**config.mk**
```make
export PLATFORM = sky130hd
export DESIGN_NAME = miriscv_data_arbiter
export DESIGN_NICKNAME = d
export VERILOG_FILES = /design/src/rtl/miriscv_data_arbiter_pkg.sv /design/src/rtl/miriscv_rr_arbiter2.sv /design/src/rtl/miriscv_data_arbiter.sv
export SDC_FILE = /design/constraint.sdc
export NUM_CORES = 1
export LEC_CHECK = 0
export ABC_AREA = 0
export BUFFER_PORTS_ARGS = -buffer_cell sky130_fd_sc_hd__buf_2
export CAP_MARGIN = 10
export CORE_AREA = 4 4 107 109
export CTS_CLUSTER_DIAMETER = 30
export DETAILED_ROUTE_END_ITERATION = 8
export DIE_AREA = 0 0 111 113
export GPL_ROUTABILITY_DRIVEN = 0
export GPL_TIMING_DRIVEN = 1
export PLACE_DENSITY = 0.68
export SLEW_MARGIN = 25
export SYNTH_ARGS = -nofsm -noshare
export SYNTH_HDL_FRONTEND = slang
export SYNTH_SLANG_ARGS = --single-unit
```
**constraint.sdc**
```tcl
create_clock -name clk_i -period 2.8 [get_ports clk_i]
set_input_delay 0.28 -clock clk_i [delete_from_list [all_inputs] [get_ports clk_i]]
set_output_delay 0.28 -clock clk_i [all_outputs]
set_load 0.005 [all_outputs]
```
**src/rtl/miriscv_data_arbiter_pkg.sv**
```systemverilog
// -----------------------------------------------------------------------------
// miriscv_arb_pkg
// Shared types and constants for the miriscv data-port arbiter:
//   - master identifiers (M0 = core LSU, M1 = loader / DMA)
//   - arbiter FSM states
//   - port widths and the lock-counter width
//   - address range helper used by the arbiter's error decode
// -----------------------------------------------------------------------------
package miriscv_arb_pkg;

   localparam int ADDR_W     = 32;
   localparam int DATA_W     = 32;
   localparam int BE_W       = 4;
   localparam int LOCK_CNT_W = 8;

   typedef enum logic {
      M0 = 1'b0,
      M1 = 1'b1
   } master_id_e;

   typedef enum logic [1:0] {
      ARB   = 2'd0,
      LOCK  = 2'd1,
      FORCE = 2'd2
   } arb_state_e;

   // Unsigned compare: anything at or above the RAM size is an error access.
   function automatic logic addr_in_range(input logic [ADDR_W-1:0] addr,
                                          input logic [ADDR_W-1:0] ram_size);
      return (addr < ram_size);
   endfunction

endpackage

```
**src/rtl/miriscv_rr_arbiter2.sv**
```systemverilog
// -----------------------------------------------------------------------------
// miriscv_rr_arbiter2
// Two-way round-robin picker. Purely combinational.
//   req_i  [1:0] : raw requests, bit index = master id
//   ptr_i        : master preferred when both (unmasked) requests are present
//   mask_i [1:0] : per-master enable driven by the owning FSM
//   gnt_o  [1:0] : one-hot grant (or zero when nothing eligible)
// -----------------------------------------------------------------------------
module miriscv_rr_arbiter2
   import miriscv_arb_pkg::*;
(
   input  logic [1:0] req_i,
   input  master_id_e ptr_i,
   input  logic [1:0] mask_i,
   output logic [1:0] gnt_o
);

   logic [1:0] eligible_s;

   assign eligible_s = req_i & mask_i;

   // Pick the single eligible master, or the preferred one on contention.
   always_comb begin
      gnt_o = 2'b00;
      case (eligible_s)
         2'b01:   gnt_o = 2'b01;
         2'b10:   gnt_o = 2'b10;
         2'b11: begin
            if (ptr_i == M1) begin
               gnt_o = 2'b10;
            end else begin
               gnt_o = 2'b01;
            end
         end
         default: gnt_o = 2'b00;
      endcase
   end

endmodule

```
**src/rtl/miriscv_data_arbiter.sv**
```systemverilog
// -----------------------------------------------------------------------------
// miriscv_data_arbiter
// Shares the miriscv_ram data port between m0 (core LSU) and m1 (loader/DMA).
//   clk_i / rst_i        : clock, asynchronous active-high reset
//   mX_req/we/be/addr/wdata_i : master request channels
//   m1_lock_i            : m1 wants to keep the port after its grant (bounded)
//   mX_gnt_o             : combinational accept
//   mX_rvalid_o/mX_err_o : registered one-cycle-latency response
//   m_rdata_o            : shared registered read data
//   ram_*                : RAM data port (ram_rdata_i is same-cycle)
// Out-of-range addresses are granted but never reach the RAM; they return err.
// -----------------------------------------------------------------------------
module miriscv_data_arbiter
   import miriscv_arb_pkg::*;
#(
   parameter int unsigned RAM_SIZE = 256,
   parameter int unsigned MAX_LOCK = 16
)
(
   input  logic              clk_i,
   input  logic              rst_i,

   input  logic              m0_req_i,
   input  logic              m0_we_i,
   input  logic [BE_W-1:0]   m0_be_i,
   input  logic [ADDR_W-1:0] m0_addr_i,
   input  logic [DATA_W-1:0] m0_wdata_i,

   input  logic              m1_req_i,
   input  logic              m1_we_i,
   input  logic [BE_W-1:0]   m1_be_i,
   input  logic [ADDR_W-1:0] m1_addr_i,
   input  logic [DATA_W-1:0] m1_wdata_i,
   input  logic              m1_lock_i,

   output logic              m0_gnt_o,
   output logic              m1_gnt_o,
   output logic              m0_rvalid_o,
   output logic              m1_rvalid_o,
   output logic              m0_err_o,
   output logic              m1_err_o,
   output logic [DATA_W-1:0] m_rdata_o,

   output logic              ram_req_o,
   output logic              ram_we_o,
   output logic [BE_W-1:0]   ram_be_o,
   output logic [ADDR_W-1:0] ram_addr_o,
   output logic [DATA_W-1:0] ram_wdata_o,
   input  logic [DATA_W-1:0] ram_rdata_i
);

   localparam logic [ADDR_W-1:0]     RAM_SIZE_C = ADDR_W'(RAM_SIZE);
   localparam logic [LOCK_CNT_W-1:0] MAX_LOCK_C = LOCK_CNT_W'(MAX_LOCK);

   arb_state_e              state_q,    state_d;
   master_id_e              ptr_q,      ptr_d;
   logic [LOCK_CNT_W-1:0]   lock_cnt_q, lock_cnt_d;
   logic [1:0]              rvalid_q,   rvalid_d;
   logic [1:0]              err_q,      err_d;
   logic [DATA_W-1:0]       rdata_q,    rdata_d;

   logic [1:0]              req_s;
   logic [1:0]              mask_s;
   logic [1:0]              gnt_s;
   logic                    any_gnt_s;
   logic                    sel_we_s;
   logic [BE_W-1:0]         sel_be_s;
   logic [ADDR_W-1:0]       sel_addr_s;
   logic [DATA_W-1:0]       sel_wdata_s;
   logic                    in_range_s;
   logic [LOCK_CNT_W-1:0]   lock_cnt_inc_s;

   assign req_s          = {m1_req_i, m0_req_i};
   assign any_gnt_s      = |gnt_s;
   assign lock_cnt_inc_s = lock_cnt_q + 8'd1;

   // Per-state eligibility: LOCK admits only m1, FORCE only m0.
   always_comb begin
      mask_s = 2'b11;
      case (state_q)
         ARB:     mask_s = 2'b11;
         LOCK:    mask_s = 2'b10;
         FORCE:   mask_s = 2'b01;
         default: mask_s = 2'b11;
      endcase
   end

   miriscv_rr_arbiter2 u_rr (
      .req_i  (req_s),
      .ptr_i  (ptr_q),
      .mask_i (mask_s),
      .gnt_o  (gnt_s)
   );

   assign m0_gnt_o = gnt_s[0];
   assign m1_gnt_o = gnt_s[1];

   // RAM-port mux: m1 only when m1 is granted, m0 otherwise (including idle).
   always_comb begin
      if (gnt_s[1]) begin
         sel_we_s    = m1_we_i;
         sel_be_s    = m1_be_i;
         sel_addr_s  = m1_addr_i;
         sel_wdata_s = m1_wdata_i;
      end else begin
         sel_we_s    = m0_we_i;
         sel_be_s    = m0_be_i;
         sel_addr_s  = m0_addr_i;
         sel_wdata_s = m0_wdata_i;
      end
   end

   assign in_range_s  = addr_in_range(sel_addr_s, RAM_SIZE_C);
   assign ram_req_o   = any_gnt_s & in_range_s;
   assign ram_we_o    = sel_we_s;
   assign ram_be_o    = sel_be_s;
   assign ram_addr_o  = sel_addr_s;
   assign ram_wdata_o = sel_wdata_s;

   // Arbitration FSM next state, round-robin pointer and lock counter.
   always_comb begin
      state_d    = state_q;
      lock_cnt_d = lock_cnt_q;
      // The master not granted last is preferred next time.
      if (gnt_s[0]) begin
         ptr_d = M1;
      end else if (gnt_s[1]) begin
         ptr_d = M0;
      end else begin
         ptr_d = ptr_q;
      end

      case (state_q)
         ARB: begin
            if (gnt_s[1] && m1_lock_i) begin
               lock_cnt_d = 8'd1;
               // A bound of one means the first grant already uses it up.
               if (MAX_LOCK_C <= 8'd1) begin
                  state_d = FORCE;
               end else begin
                  state_d = LOCK;
               end
            end else begin
               state_d    = ARB;
               lock_cnt_d = 8'd0;
            end
         end
         LOCK: begin
            if (!m1_lock_i) begin
               state_d    = ARB;
               ptr_d      = M0;
               lock_cnt_d = 8'd0;
            end else if (lock_cnt_inc_s >= MAX_LOCK_C) begin
               state_d    = FORCE;
               lock_cnt_d = lock_cnt_inc_s;
            end else begin
               state_d    = LOCK;
               lock_cnt_d = lock_cnt_inc_s;
            end
         end
         FORCE: begin
            state_d    = ARB;
            lock_cnt_d = 8'd0;
            // If m0 used the forced slot it was granted last, so m1 is
            // preferred next; an unused slot leaves m0 preferred.
            if (gnt_s[0]) begin
               ptr_d = M1;
            end else begin
               ptr_d = M0;
            end
         end
         default: begin
            state_d    = ARB;
            ptr_d      = M0;
            lock_cnt_d = 8'd0;
         end
      endcase
   end

   // Response for this cycle's grant, presented on the next cycle.
   always_comb begin
      rvalid_d = gnt_s;
      err_d    = gnt_s & {2{~in_range_s}};
      if (any_gnt_s && in_range_s && !sel_we_s) begin
         rdata_d = ram_rdata_i;
      end else begin
         rdata_d = 32'd0;
      end
   end

   // State and response registers; reset drops any pending response.
   always_ff @(posedge clk_i or posedge rst_i) begin
      if (rst_i) begin
         state_q    <= ARB;
         ptr_q      <= M0;
         lock_cnt_q <= 8'd0;
         rvalid_q   <= 2'b00;
         err_q      <= 2'b00;
         rdata_q    <= 32'd0;
      end else begin
         state_q    <= state_d;
         ptr_q      <= ptr_d;
         lock_cnt_q <= lock_cnt_d;
         rvalid_q   <= rvalid_d;
         err_q      <= err_d;
         rdata_q    <= rdata_d;
      end
   end

   assign m0_rvalid_o = rvalid_q[0];
   assign m1_rvalid_o = rvalid_q[1];
   assign m0_err_o    = err_q[0];
   assign m1_err_o    = err_q[1];
   assign m_rdata_o   = rdata_q;

endmodule
```
---- Word level (Yosys, flattened, before mapping) ----
Cells that the tools add are included.
storage, ports and cells
  bits of input ports ..................... 175
  flip-flop bits (word level) ............. 47
  logic and storage cells ................. 44
operators by class
  muxes and demuxes ....................... 20
  add/sub/neg operators ................... 1
  $lt $le $gt $ge ......................... 2
  bitwise operators ....................... 4
  reduce and logical (&&, ||, !) cells .... 6
  equal/unequal tests ..................... 5
operator list
  kind                                                                            count
  32-bit 2-to-1 mux                                                               3
  32-bit by 9-bit less-than comparator with 1-bit output (second input constant)  1
  8-bit one-hot mux with 2 select lines                                           1
  8-bit by 1-bit adder with 8-bit output (second input constant)                  1
  8-bit by 5-bit >= comparator with 1-bit output (second input constant)          1
  8-bit 2-to-1 mux                                                                1
  2-bit one-hot mux with 2 select lines                                           2
  1-bit 2-to-1 mux                                                                7
  2-bit == test (second input constant)                                           3
  2-bit 2-to-1 mux                                                                3
  2-bit one-hot mux with 3 select lines                                           1
  2-bit bitwise AND                                                               2
  2-bit by 1-bit == test with 1-bit output (second input constant)                2
  4-bit 2-to-1 mux                                                                1
  1-bit logical AND                                                               3
  1-bit one-hot mux with 3 select lines                                           1
  2-bit logical NOT                                                               1
  2-bit OR reduction                                                              1
  1-bit bitwise AND                                                               1
  1-bit logical NOT                                                               1
  1-bit NOT                                                                       1

---- Logic depth before layout (Yosys ltp) ----
  word-level depth ........................ 10
  depth in mapped cells ................... 6
  depth with buffers taken out ............ 5

---- By module ----
A second synthesis with hierarchy kept.
second synthesis, totals
  cells, all modules ...................... 232
  area total of the unflattened synthesis .. 2678.8 um2
modules (own cells, without submodules)
  module                area an instance (um2)  cells an instance  instances
  miriscv_data_arbiter  2658.8                  229                1
  miriscv_rr_arbiter2   20.0                    3                  1

---- Worst setup path after synthesis ----
OpenSTA, ideal clock, no wires.
  path kind ............................... register -> output
  from .................................... register ptr_q
  to ...................................... output ram_addr_o[0]
  setup slack ............................. 0.804 ns
  cell stages (with the launch flop) ...... 7
  data required time ...................... 2.520 ns
  arrival ................................. 1.716 ns
  cells stage by stage .................... dfrtp_1 -> nand2b_1 -> maj3_2 -> nand2_1 -> buf_2 -> buf_4 -> mux2_2
between the ends
  word-level cells in the longest chain between the ends .. 3
RTL lines
  item                                   line                         source
  start: declaration                     miriscv_data_arbiter.sv:56   master_id_e ptr_q, ptr_d;
  start signal: assignment               miriscv_data_arbiter.sv:202  ptr_q <= ptr_d;
  2-bit 2-to-1 mux                       miriscv_rr_arbiter2.sv:29    if (ptr_i == M1) begin
  2-bit one-hot mux with 3 select lines  miriscv_rr_arbiter2.sv:25    case (eligible_s)
  32-bit 2-to-1 mux                      miriscv_data_arbiter.sv:100  if (gnt_s[1]) begin
  end: declaration                       miriscv_data_arbiter.sv:47   output logic [ADDR_W-1:0] ram_addr_o,
No other way between the ends.

---- Worst setup path in the final report ----
  from .................................... register ptr_q
  to ...................................... output ram_wdata_o[21]
between the ends
  word-level cells in the longest chain between the ends .. 3
RTL lines
  item                                   line                         source
  2-bit 2-to-1 mux                       miriscv_rr_arbiter2.sv:29
  2-bit one-hot mux with 3 select lines  miriscv_rr_arbiter2.sv:25
  32-bit 2-to-1 mux                      miriscv_data_arbiter.sv:100
  end: declaration                       miriscv_data_arbiter.sv:48   output logic [DATA_W-1:0] ram_wdata_o,
No other way between the ends.

==> impl_metrics.json <==
{
  "power_leakage_nw": 2.47,
  "dp_hpwl_um": 11400,
  "worstSkewPairLatency_ns": 0.30,
  "dr.pass1.iters": 4,
  "tightest_slew_ns": 0.834,
  "setup_violations": 0,
  "grt_first_pass_wirelength_um": 21200,
  "fin_area_um2": 4930,
  "fillCellCount": 1000,
  "root_buffer": "clkbuf_8",
  "cp.required_ns": 2.52,
  "grtUsageTotal_pct": 21.1,
  "initial_core_util_pct": 30.7,
  "vias_per_cell": 5.09,
  "clk_pin_slew_worst_paths_ns": 0.09,
  "die_x_um": 111,
  "drive_above_1_share_pct": 73.4,
  "rows": 38,
  "fin_nets": 727,
  "die_y_um": 113,
  "htree_levels": 2,
  "rsz0062_at_grt": "no",
  "cts_tree": "done",
  "cts_buffers": 5,
  "placed_cell_area_um2": 4830,
  "arrival_ns": 2.30,
  "clkSinkCount": 47,
  "grt_max_degree": 48,
  "worstSetupStartpointType": "register",
  "synth_nets": 456,
  "hp-class": "input pin to async pin",
  "synthMostInstantiatedCell": "mux2_2",
  "maxCapViolations": 0,
  "clk_path_buf_depth": 2,
  "cp_max_fo": 26,
  "first_iter_violations": 281,
  "io_pins": 283,
  "yosys_warnings": 0,
  "finalHoldViolCount": 0,
  "timing.fmax_ghz": 0.387,
  "drc": 0,
  "slew_viol_final": 0,
  "yosys.area.top_type": "dfrtp_1",
  "postCtsSetupBuffers": 0,
  "dp_cells": 684,
  "synth-seq-area-share_pct": 36.2,
  "wl_per_cell_um": 19.9,
  "synthCells": 280,
  "min_period_ns": 2.58,
  "avgSynthCellArea_um2": 11.6,
  "core_um2": 10600,
  "ys_types": 43,
  "dieArea_um2": 12500,
  "peakVddDrop_mv": 0.177,
  "tns_ns": 0,
  "status": "finished, final reports clean",
  "vias": 3539,
  "power.total_mw": 1.74,
  "synth_async_sr_flop_share_pct": 100,
  "p_per_area_nw_per_um2": 353,
  "clock_skew_ns": 0.00504,
  "cp-end-kind": "output pin",
  "netlist_area_um2": 3250,
  "setup.worst_path.class": "register to output pin",
  "antenna_found_initial": 6,
  "portBuffers": 282,
  "antenna_left": 0,
  "areaGrowthSynthToFinish_pct": 51.8,
  "yosys-top-cells-area": "dfrtp_1 (36%), mux2_2 (24%), a2111oi_2 (12%), nand3_1 (5.2%), nor4_1 (1.9%)",
  "synth_edf_count": 0,
  "grt_pass1_vias": 3833,
  "synth_top_area_share_pct": 36.2,
  "synthTopCellsByCount": "mux2_2 (68), dfrtp_1 (47), nand3_1 (34)",
  "max_slew_margin_pct": 44.3,
  "synth-seq-cells": 47,
  "grt.overflow.total": 0,
  "post_layout_nonfiller_instances": 695,
  "wl_um": 13800,
  "timing.final.crit_share_pct": 92.2,
  "synthFlopType": "dfrtp_1"
}
## cells by family after synthesis
| logic type | Yosys count | synth area share, % |
|---|---|---|
| mux | 68 | 23.6 |
| compound gates | 44 | 17.6 |
| xor+xnor | 6 | 1.62 |
| simple gates | 81 | 14.4 |
| flops | 47 | 36.2 |
| buf+inv | 31 | 5.58 |
| fa+ha+maj | 3 | 1.04 |
## cells in the final DEF, fill, tap and decap left out, drive strengths merged
cell type,netlist,routed
and3b,2,2
clkbuf,7,6
mux2,68,68
xnor2,3,3
diode,0,3
or4,2,2
a21boi,2,2
or2,1,1
xor2,3,3
nor2b,2,2
nor3b,1,1
a21o,1,1
nand2b,3,3
maj3,2,2
and4,3,3
nand3,34,34
clkinvlp,0,1
nor4,10,10
a21oi,3,3
and3,4,4
nor2,9,9
a2111oi,32,32
a32o,1,1
inv,5,4
buf,19,290
nor3,2,2
o21ai,2,2
nand4,3,3
o2111ai,1,1
ha,1,1
dfrtp,47,47
nand2,5,5
clkinv,0,2
a31oi,2,2
## state kept, by name, summed over array words and instances, names as in the netlist
name,flops
m_rdata_o,32
lock_cnt_q,8
err_q,2
rvalid_q,2
state_q,2
ptr_q,1
## worst max-delay path: stages (launching register included)
cell and delay [ns]:
dfrtp_1 0.42, nand2b_1 0.16, maj3_2 0.39, nand2_4 0.29, buf_12 0.23, mux2_2 0.36, buf_2 0.13
## path summary, 6_finish.rpt
check,startpoint,to,cells past startpoint,slack [ns]
min reg2reg,lock_cnt_q[3],lock_cnt_q[3],2,0.59
max in group asynchronous,rst_i,m_rdata_o[26],2,2.20
max reg2reg,state_q[0],m_rdata_o[31],5,0.68
max,ptr_q,ram_wdata_o[21],6,0.22
min in group clk_i,ram_rdata_i[0],m_rdata_o[0],3,0.22
min,rst_i,m_rdata_o[2],2,0.12
## repair_timing
action                                  CTS  global route
gates resized for setup                   0             1
hold buffers                              0             0
endpoints found under the setup margin    0            31
## report_power, final
part	switching, mW	total, mW	internal (mW)
registers	0.0111	0.702	0.691
logic	0.308	0.630	0.322
clock network	0.234	0.409	0.175
total	0.553	1.74	1.19
## through the flow
step	hold WS [ns]	util (%)	setup slack, ns
after floorplan	0.411	-	0.804
after global placement	0.523	45.6	0.453
after detailed placement	0.533	45.6	0.373
after CTS	0.209	46.4	0.0357
after global routing	0.187	46.5	0.103
final	0.116	46.5	0.219
## cell type report
class | instances | area [um^2] | area share, %
diodes | 3 | 7.51 | 0.152
clock buffers | 6 | 72.6 | 1.47
clock inverters | 2 | 12.5 | 0.254
inverters | 5 | 20.0 | 0.406
multi-input cells | 202 | 1920 | 39.0
flip-flops and latches | 47 | 1180 | 23.8
well taps | 140 | 175 | 3.55
repair buffers | 290 | 1550 | 31.3
## metal layers
metal  share of wire [%]  global-route usage [%]
met1                  37                    25.6
met2                  49                    35.3
met3                  12                    8.72
met4                 1.4                    4.76
met5                0.37                       0
Note: power is estimated with default switching activity, not from simulation.
